<file path="src/rtl/ahb_master_ctrl.sv">
// Single-outstanding AHB-Lite master: turns one local command into one NONSEQ transfer.
// Build option AHB_MASTER_ERR_RETRY_EN: reissue a transfer once after its first ERROR response.
module ahb_master_ctrl (
    input  logic        clk,
    input  logic        n_rst,
    input  logic        cmd_valid,
    output logic        cmd_ready,
    input  logic [6:0]  cmd_addr,
    input  logic [1:0]  cmd_size,
    input  logic        cmd_write,
    input  logic [31:0] cmd_wdata,
    output logic        rsp_valid,
    output logic [31:0] rsp_rdata,
    output logic        rsp_err,
    output logic [1:0]  htrans,
    output logic [6:0]  haddr,
    output logic [1:0]  hsize,
    output logic        hwrite,
    output logic [31:0] hwdata,
    input  logic [31:0] hrdata,
    input  logic        hready,
    input  logic        hresp
);

    typedef enum logic [1:0] {
        ST_IDLE = 2'b00,
        ST_ADDR = 2'b01,
        ST_DATA = 2'b10,
        ST_ERR  = 2'b11
    } state_t;

    localparam logic [1:0] HTRANS_IDLE   = 2'b00;
    localparam logic [1:0] HTRANS_NONSEQ = 2'b10;

    state_t      state_r, state_s;
    logic        cmd_ready_r, cmd_ready_s;
    logic [1:0]  htrans_r, htrans_s;
    logic [6:0]  haddr_r, haddr_s;
    logic [1:0]  hsize_r, hsize_s;
    logic        hwrite_r, hwrite_s;
    logic [31:0] hwdata_r, hwdata_s;
    logic [31:0] wdata_r, wdata_s;
    logic        rsp_valid_r, rsp_valid_s;
    logic [31:0] rsp_rdata_r, rsp_rdata_s;
    logic        rsp_err_r, rsp_err_s;
    logic        accept_s;
    logic        err_end_s;
    logic        retry_go_s;

    assign accept_s = (state_r == ST_IDLE) && cmd_valid;

    // An ERROR response ends with hready high; hready+hresp straight out of DATA counts too.
    assign err_end_s = ((state_r == ST_DATA) && hready && hresp) ||
                       ((state_r == ST_ERR)  && hready);

`ifdef AHB_MASTER_ERR_RETRY_EN
    logic retry_r;

    // Remembers whether the current command has already used its one reissue.
    always_ff @(posedge clk or negedge n_rst) begin
        if (!n_rst) begin
            retry_r <= 1'b0;
        end else if (accept_s) begin
            retry_r <= 1'b0;
        end else if (retry_go_s) begin
            retry_r <= 1'b1;
        end else begin
            retry_r <= retry_r;
        end
    end

    assign retry_go_s = err_end_s && !retry_r;
`else
    assign retry_go_s = 1'b0;
`endif

    // Next-state and next-output decode; every bus output is registered from these values.
    always_comb begin
        state_s     = state_r;
        haddr_s     = haddr_r;
        hsize_s     = hsize_r;
        hwrite_s    = hwrite_r;
        wdata_s     = wdata_r;
        hwdata_s    = hwdata_r;
        rsp_valid_s = 1'b0;
        rsp_err_s   = 1'b0;
        rsp_rdata_s = rsp_rdata_r;
        case (state_r)
            ST_IDLE: begin
                if (cmd_valid) begin
                    state_s  = ST_ADDR;
                    haddr_s  = cmd_addr;
                    hsize_s  = cmd_size;
                    hwrite_s = cmd_write;
                    wdata_s  = cmd_wdata;
                end else begin
                    state_s = ST_IDLE;
                end
            end
            ST_ADDR: begin
                if (hready) begin
                    state_s  = ST_DATA;
                    hwdata_s = hwrite_r ? wdata_r : 32'h0000_0000;
                end else begin
                    state_s = ST_ADDR;
                end
            end
            ST_DATA: begin
                if (retry_go_s) begin
                    state_s = ST_ADDR;
                end else if (err_end_s) begin
                    state_s     = ST_IDLE;
                    rsp_valid_s = 1'b1;
                    rsp_err_s   = 1'b1;
                    rsp_rdata_s = 32'h0000_0000;
                end else if (hready) begin
                    state_s     = ST_IDLE;
                    rsp_valid_s = 1'b1;
                    if (!hwrite_r) begin
                        rsp_rdata_s = hrdata;
                    end else begin
                        rsp_rdata_s = rsp_rdata_r;
                    end
                end else if (hresp) begin
                    state_s = ST_ERR;
                end else begin
                    state_s = ST_DATA;
                end
            end
            ST_ERR: begin
                if (retry_go_s) begin
                    state_s = ST_ADDR;
                end else if (hready) begin
                    state_s     = ST_IDLE;
                    rsp_valid_s = 1'b1;
                    rsp_err_s   = 1'b1;
                    rsp_rdata_s = 32'h0000_0000;
                end else begin
                    state_s = ST_ERR;
                end
            end
            default: begin
                state_s = ST_IDLE;
            end
        endcase
    end

    assign cmd_ready_s = (state_s == ST_IDLE);
    assign htrans_s    = (state_s == ST_ADDR) ? HTRANS_NONSEQ : HTRANS_IDLE;

    // State and output registers; reset abandons any transfer in flight without a response.
    always_ff @(posedge clk or negedge n_rst) begin
        if (!n_rst) begin
            state_r     <= ST_IDLE;
            cmd_ready_r <= 1'b1;
            htrans_r    <= HTRANS_IDLE;
            haddr_r     <= 7'h00;
            hsize_r     <= 2'b00;
            hwrite_r    <= 1'b0;
            hwdata_r    <= 32'h0000_0000;
            wdata_r     <= 32'h0000_0000;
            rsp_valid_r <= 1'b0;
            rsp_rdata_r <= 32'h0000_0000;
            rsp_err_r   <= 1'b0;
        end else begin
            state_r     <= state_s;
            cmd_ready_r <= cmd_ready_s;
            htrans_r    <= htrans_s;
            haddr_r     <= haddr_s;
            hsize_r     <= hsize_s;
            hwrite_r    <= hwrite_s;
            hwdata_r    <= hwdata_s;
            wdata_r     <= wdata_s;
            rsp_valid_r <= rsp_valid_s;
            rsp_rdata_r <= rsp_rdata_s;
            rsp_err_r   <= rsp_err_s;
        end
    end

    assign cmd_ready = cmd_ready_r;
    assign htrans    = htrans_r;
    assign haddr     = haddr_r;
    assign hsize     = hsize_r;
    assign hwrite    = hwrite_r;
    assign hwdata    = hwdata_r;
    assign rsp_valid = rsp_valid_r;
    assign rsp_rdata = rsp_rdata_r;
    assign rsp_err   = rsp_err_r;

endmodule

</file>
<file path="config.mk">
export PLATFORM = sky130hd
export DESIGN_NAME = ahb_master_ctrl
export DESIGN_NICKNAME = d
export VERILOG_FILES = /design/src/rtl/ahb_master_ctrl.sv
export SDC_FILE = /design/constraint.sdc
export NUM_CORES = 1
export LEC_CHECK = 0
export ABC_AREA = 1
export ABC_CLOCK_PERIOD_IN_PS = 1100
export CORE_MARGIN = 5
export CORE_UTILIZATION = 41
export CTS_CLUSTER_SIZE = 40
export DETAILED_ROUTE_END_ITERATION = 10
export PLACE_DENSITY_LB_ADDON = 0.05
export SETUP_SLACK_MARGIN = 0.15
export SYNTH_ARGS = -nofsm -noshare
export SYNTH_HDL_FRONTEND = slang
export SYNTH_SLANG_ARGS = --single-unit
</file>
<file path="constraint.sdc">
create_clock -name clk -period 1.1 [get_ports clk]
set_input_delay 0.22 -clock clk [delete_from_list [all_inputs] [get_ports clk]]
set_output_delay 0.22 -clock clk [all_outputs]
set_load 0.05 [all_outputs]
</file>
# After elaboration in Yosys (flattened, before gate mapping)
# Index checks and enable logic that the tools add are counted.
# totals
ff_bits	113
elab_cells	47
# op_classes
n_mux	19
eq_ne	7
reduce_logical	10
# ops
operator	count
$mux 32	5
$pmux 32 s2	1
$mux 2	5
$pmux 2 s4	1
$ne 3x3->1 const B	2
$mux 1	5
$eq 2x1->1 const B	2
$eq 2x2->1 const B	2
$logic_not 2->1	2
$pmux 1 s2	2
$reduce_and 2->1	2
$reduce_and 4->1	1
$logic_and 1x1->1	3
$ne 2x2->1 const B	1
$reduce_bool 2->1	1
$logic_or 1x1->1	1

# Logic depth before layout (Yosys ltp)
# depth
depth_word	8
depth_mapped	6
depth_no_buf	5

# Least setup slack after synthesis
# No wires, ideal clock.
# synth_path
path_kind	register to register
from	register hwrite_r, in the netlist hwrite
to	register hwdata_r[23], in the netlist hwdata[23]
arrival_ns	1.336
n_path_buf	2
required_ns	1.024
stages_incl_launch_ff	5
setup_ns	0.076
setup_slack_ns	-0.312
cell_sequence	dfrtp_1 -> buf_2 -> buf_1 -> nand2_1 -> o21ai_1
# synth_between
elab_chain_len	1
# synth_lines
item	line_no	rtl
start, declared	40	logic hwrite_r, hwrite_s;
start signal, assigned	171	hwrite_r <= hwrite_s;
$mux 32	103	hwdata_s = hwrite_r ? wdata_r : 32'h0000_0000;
end signal, assigned	172	hwdata_r <= hwdata_s;
end, declared	41	logic [31:0] hwdata_r, hwdata_s;
# Every way passes these cells.
# A chain may end at the register's enable or synchronous reset.

# Worst setup path in the final report
# layout_path
from	register state_r[1]
to	register rsp_rdata_r[1], in the netlist rsp_rdata[1]
# layout_between
elab_chain_len	6
elab_cells_between_ends	13
cone_classes	eq/ne (5); mux (2); reduce/logical (6)
# layout_lines
item	line_no	rtl
start, declared	35	state_t state_r, state_s;
start signal, assigned	166	state_r <= state_s;
$eq 2x2->1	53, 88	
$logic_and 1x1->1 (2 in a row)	53	assign err_end_s = ((state_r == ST_DATA) && hready && hresp) ||
$logic_or 1x1->1	53	
$ne 3x3->1 (no line) or $mux 32 (tied branches)	-	
$reduce_and 4->1 (no line) or $pmux 32 s2 (tied branches)	-	
end signal, assigned	175	rsp_rdata_r <= rsp_rdata_s;
end, declared	44	logic [31:0] rsp_rdata_r, rsp_rdata_s;
# Parallel ways exist; a longest one is shown, timed or not.

==> impl_metrics.csv <==
group,metric,value,unit
run_status,status,"finished with violations",
run_status,violations,"setup timing",
timing,setup_viol_count_final,189,
cts,numCtsBuffers,9,
critical_path,worstSetupEndpointType,"register",
global_route,grt-ovfl-total,0,
place,gp_congestion,0.804,
critical_path,crit_chain,"nand2_4 -> clkinvlp_4 -> buf_6 -> nand2_8 -> nand2_2 -> nand2_1",
cells_and_area,nets,834,
logic_synthesis,synth_nets,628,
cts,htreeDepth,3,
cells_and_area,syn2layout_area_growth,76.5,%
routing,via_per_inst,4.72,
global_route,groute.usage.overall,18.5,%
cts,cts_tree,"built",
place,dp_hpwl,8.50,mm
power_and_ir_drop,p_switching,0.0119,W
critical_path,reg2reg_from,"state_r[1]",
logic_synthesis,async_flop_share,100,%
timing,fin_hold_ws,423,ps
floorplan,ios,158,
floorplan,start_util,41.5,%
cells_and_area,layout-drive-gt1-share,29.1,%
routing,dr_total_vias,4260,
floorplan,core_area,11400,um2
job,max_cap_violations,0,
global_route,grt_start_max_net_pins,44,
timing,rsz0062_at_grt,"yes",
floorplan,fp.dieH,117,um
logic_synthesis,synth-seq-cells,112,
global_route,grt_pass1_vias,4060,
timing,period_minus_slack,1280,ps
routing,totalWireLength,13.6,mm
routing,wire_per_inst,15.1,um
cts,cts_sinks,112,
cells_and_area,antenna_cells,0,
critical_path,arrival,1550,ps
critical_path,cp-start-kind,"register",
logic_synthesis,yosys_warnings,0,
cts,clock-root-buffer,"clkbuf_16",
logic_synthesis,ys_types,21,
logic_synthesis,synth_flop_cell,"dfrtp_1",
logic_synthesis,yosysSeqAreaShare,59.4,%
critical_path,crit_slowest_cell,"dfrtp_2",
critical_path,cp_data_required_time,1370,ps
routing,drc,0,
logic_synthesis,synthCells,549,
timing,finalWorstSetupSlack,-182,ps
critical_path,slowest_delay,460,ps
timing,period_share,117,%
timing,fmax,0.780,GHz
floorplan,die-area,13800,um2
routing,dr.pass1.iters,5,
cts,clk_latency,330,ps
cells_and_area,layout_common_cells,"nand2_1 (216), dfrtp_1 (107), buf_12 (89), clkdlybuf4s50_1 (76), o21ai_1 (70)",
power_and_ir_drop,power_frac_comb,60.9,%
critical_path,crit_path_max_fanout,8,
power_and_ir_drop,ir_drop,0.00207,V
hold_path,hp-start,"cmd_wdata[20]",
power_and_ir_drop,sw_frac_of_total,42.9,%
timing,clock_skew,6.71,ps
power_and_ir_drop,pwr-share-seq,28.4,%
cells_and_area,n_fill_cell,853,
cells_and_area,mostFrequentLayoutCell,"nand2_1",
floorplan,row_count,39,
place,numPortBuffers,156,
power_and_ir_drop,finalPower,0.0278,W
critical_path,crit_type,"reg2reg",
routing,ant_nets,0,
floorplan,die_width,117,um
cts,path_clk_slew,70,ps
timing,hold_viol_final,0,
power_and_ir_drop,power.share.clock,10.7,%
power_and_ir_drop,total_leakage_power,4.06,nW
global_route,grt_pass1_wl,19.9,mm
logic_synthesis,synth_edf_count,0,
power_and_ir_drop,p_per_area,3340,nW/um2
timing,slew_violations,0,
global_route,antenna_found_initial,0,
logic_synthesis,netlist_area,4720,um2
hold_path,min_path_type,"in2reg",
critical_path,critPathLaunch,"state_r[1]",
power_and_ir_drop,internal-power,0.0159,W
logic_synthesis,avgSynthCellArea,8.60,um2
routing,drt-initial-drc-count,229,
cts,clock_path_buffers,2,
## worst paths after layout
check	to	slack, ps	cells past startpoint
min reg2reg	wdata_r[25]	490	2
max	rsp_rdata[1]	-180	6
min in group asynchronous	hwdata[18]	450	3
max in group asynchronous	cmd_ready	400	3
max reg2reg	rsp_rdata[1]	-180	6
min	wdata_r[20]	420	3
## power groups by stage
stage,Combinational (W),Sequential [W],Clock (W)
after global placement,0.0145,0.00787,0
after floorplan,0.00347,0.0116,0
after CTS,0.0160,0.00785,0.00305
after detailed placement,0.0147,0.00794,0
final,0.0169,0.00789,0.00298
after global routing,0.0178,0.00811,0.00323
## flip-flops by register name, summed over array words and instances, names as in the netlist
register   flops
rsp_rdata     32
htrans         1
haddr          7
state_r        2
hwrite         1
wdata_r       32
rsp_err        1
rsp_valid      1
hwdata        32
cmd_ready      1
hsize          2
## kinds of logic (layout without fill, tap and decap cells)
logic type      Yosys count  after routing  share of synthesized area [%]
buf+inv                  80            287                           9.20
flops                   112            112                           59.4
compound gates           77             77                           8.40
other cells               1              1                         0.0795
simple gates            279            282                           22.9
## synth_stat cells, types with 2 or more instances
cell type	number	share of area [%]
inv_1	45	3.6
clkbuf_1	4	0.32
nor2_4	2	0.48
nand2_2	2	0.27
nand3_2	2	0.42
buf_2	7	0.74
buf_4	7	1.1
nor2_1	33	2.6
buf_6	13	3.1
inv_2	2	0.16
dfrtp_1	111	59
nand2_1	239	19
o21ai_0	35	3.7
o21ai_1	40	4.2
## worst max-delay path, delay by kind of cell, from the launching register on
family / cells / cell delay [ps]
flip-flops: 1 / 460
AND/OR/NAND/NOR: 4 / 380
buffers and inverters: 2 / 370
## timing repair
| action | 4_1_cts | 5_1_grt |
|---|---|---|
| hold buffers | 1 | 0 |
| pin swaps | 6 | 15 |
| gates resized for setup | 36 | 40 |
| hold endpoints to repair | 111 | 0 |
| buffers inserted | 23 | 17 |
| endpoints found under the setup margin | 189 | 190 |
| cloned | 5 | 7 |
## layer usage
| layer | vias up | wire [um] | GRT usage [%] |
|---|---|---|---|
| li1 | 2091 | - | - |
| met1 | 2021 | 5510 | 23.7 |
| met2 | 132 | 6870 | 31.0 |
| met3 | 16 | 1030 | 4.68 |
| met4 | 0 | 229 | 5.50 |
| met5 | - | 0 | 0 |
## per-stage QoR
step           TNS, ps  std cells  instance area, um2  utilization [%]  setup WS (ps)
2_1_floorplan    -2310        549                4790                -          -58.5
3_3_place_gp    -29470        834                7280             64.0           -405
3_5_place_dp    -32080        834                7280             64.0           -460
4_1_cts         -10690        878                7960             70.0           -157
5_1_grt         -21360        902                8330             73.3           -224
6_report        -13060        902                8330             73.3           -182
## area by class of cell
class	count	area (um2)	share of cell area, %
multi-input combinational	360	1730	20.7
tap	143	179	2.15
inverter	47	183	2.19
clock inverter	4	31.3	0.376
clock buffer	11	233	2.79
sequential	112	2810	33.7
timing repair buffer	225	3170	38.0
(Power assumes the default switching activity.)
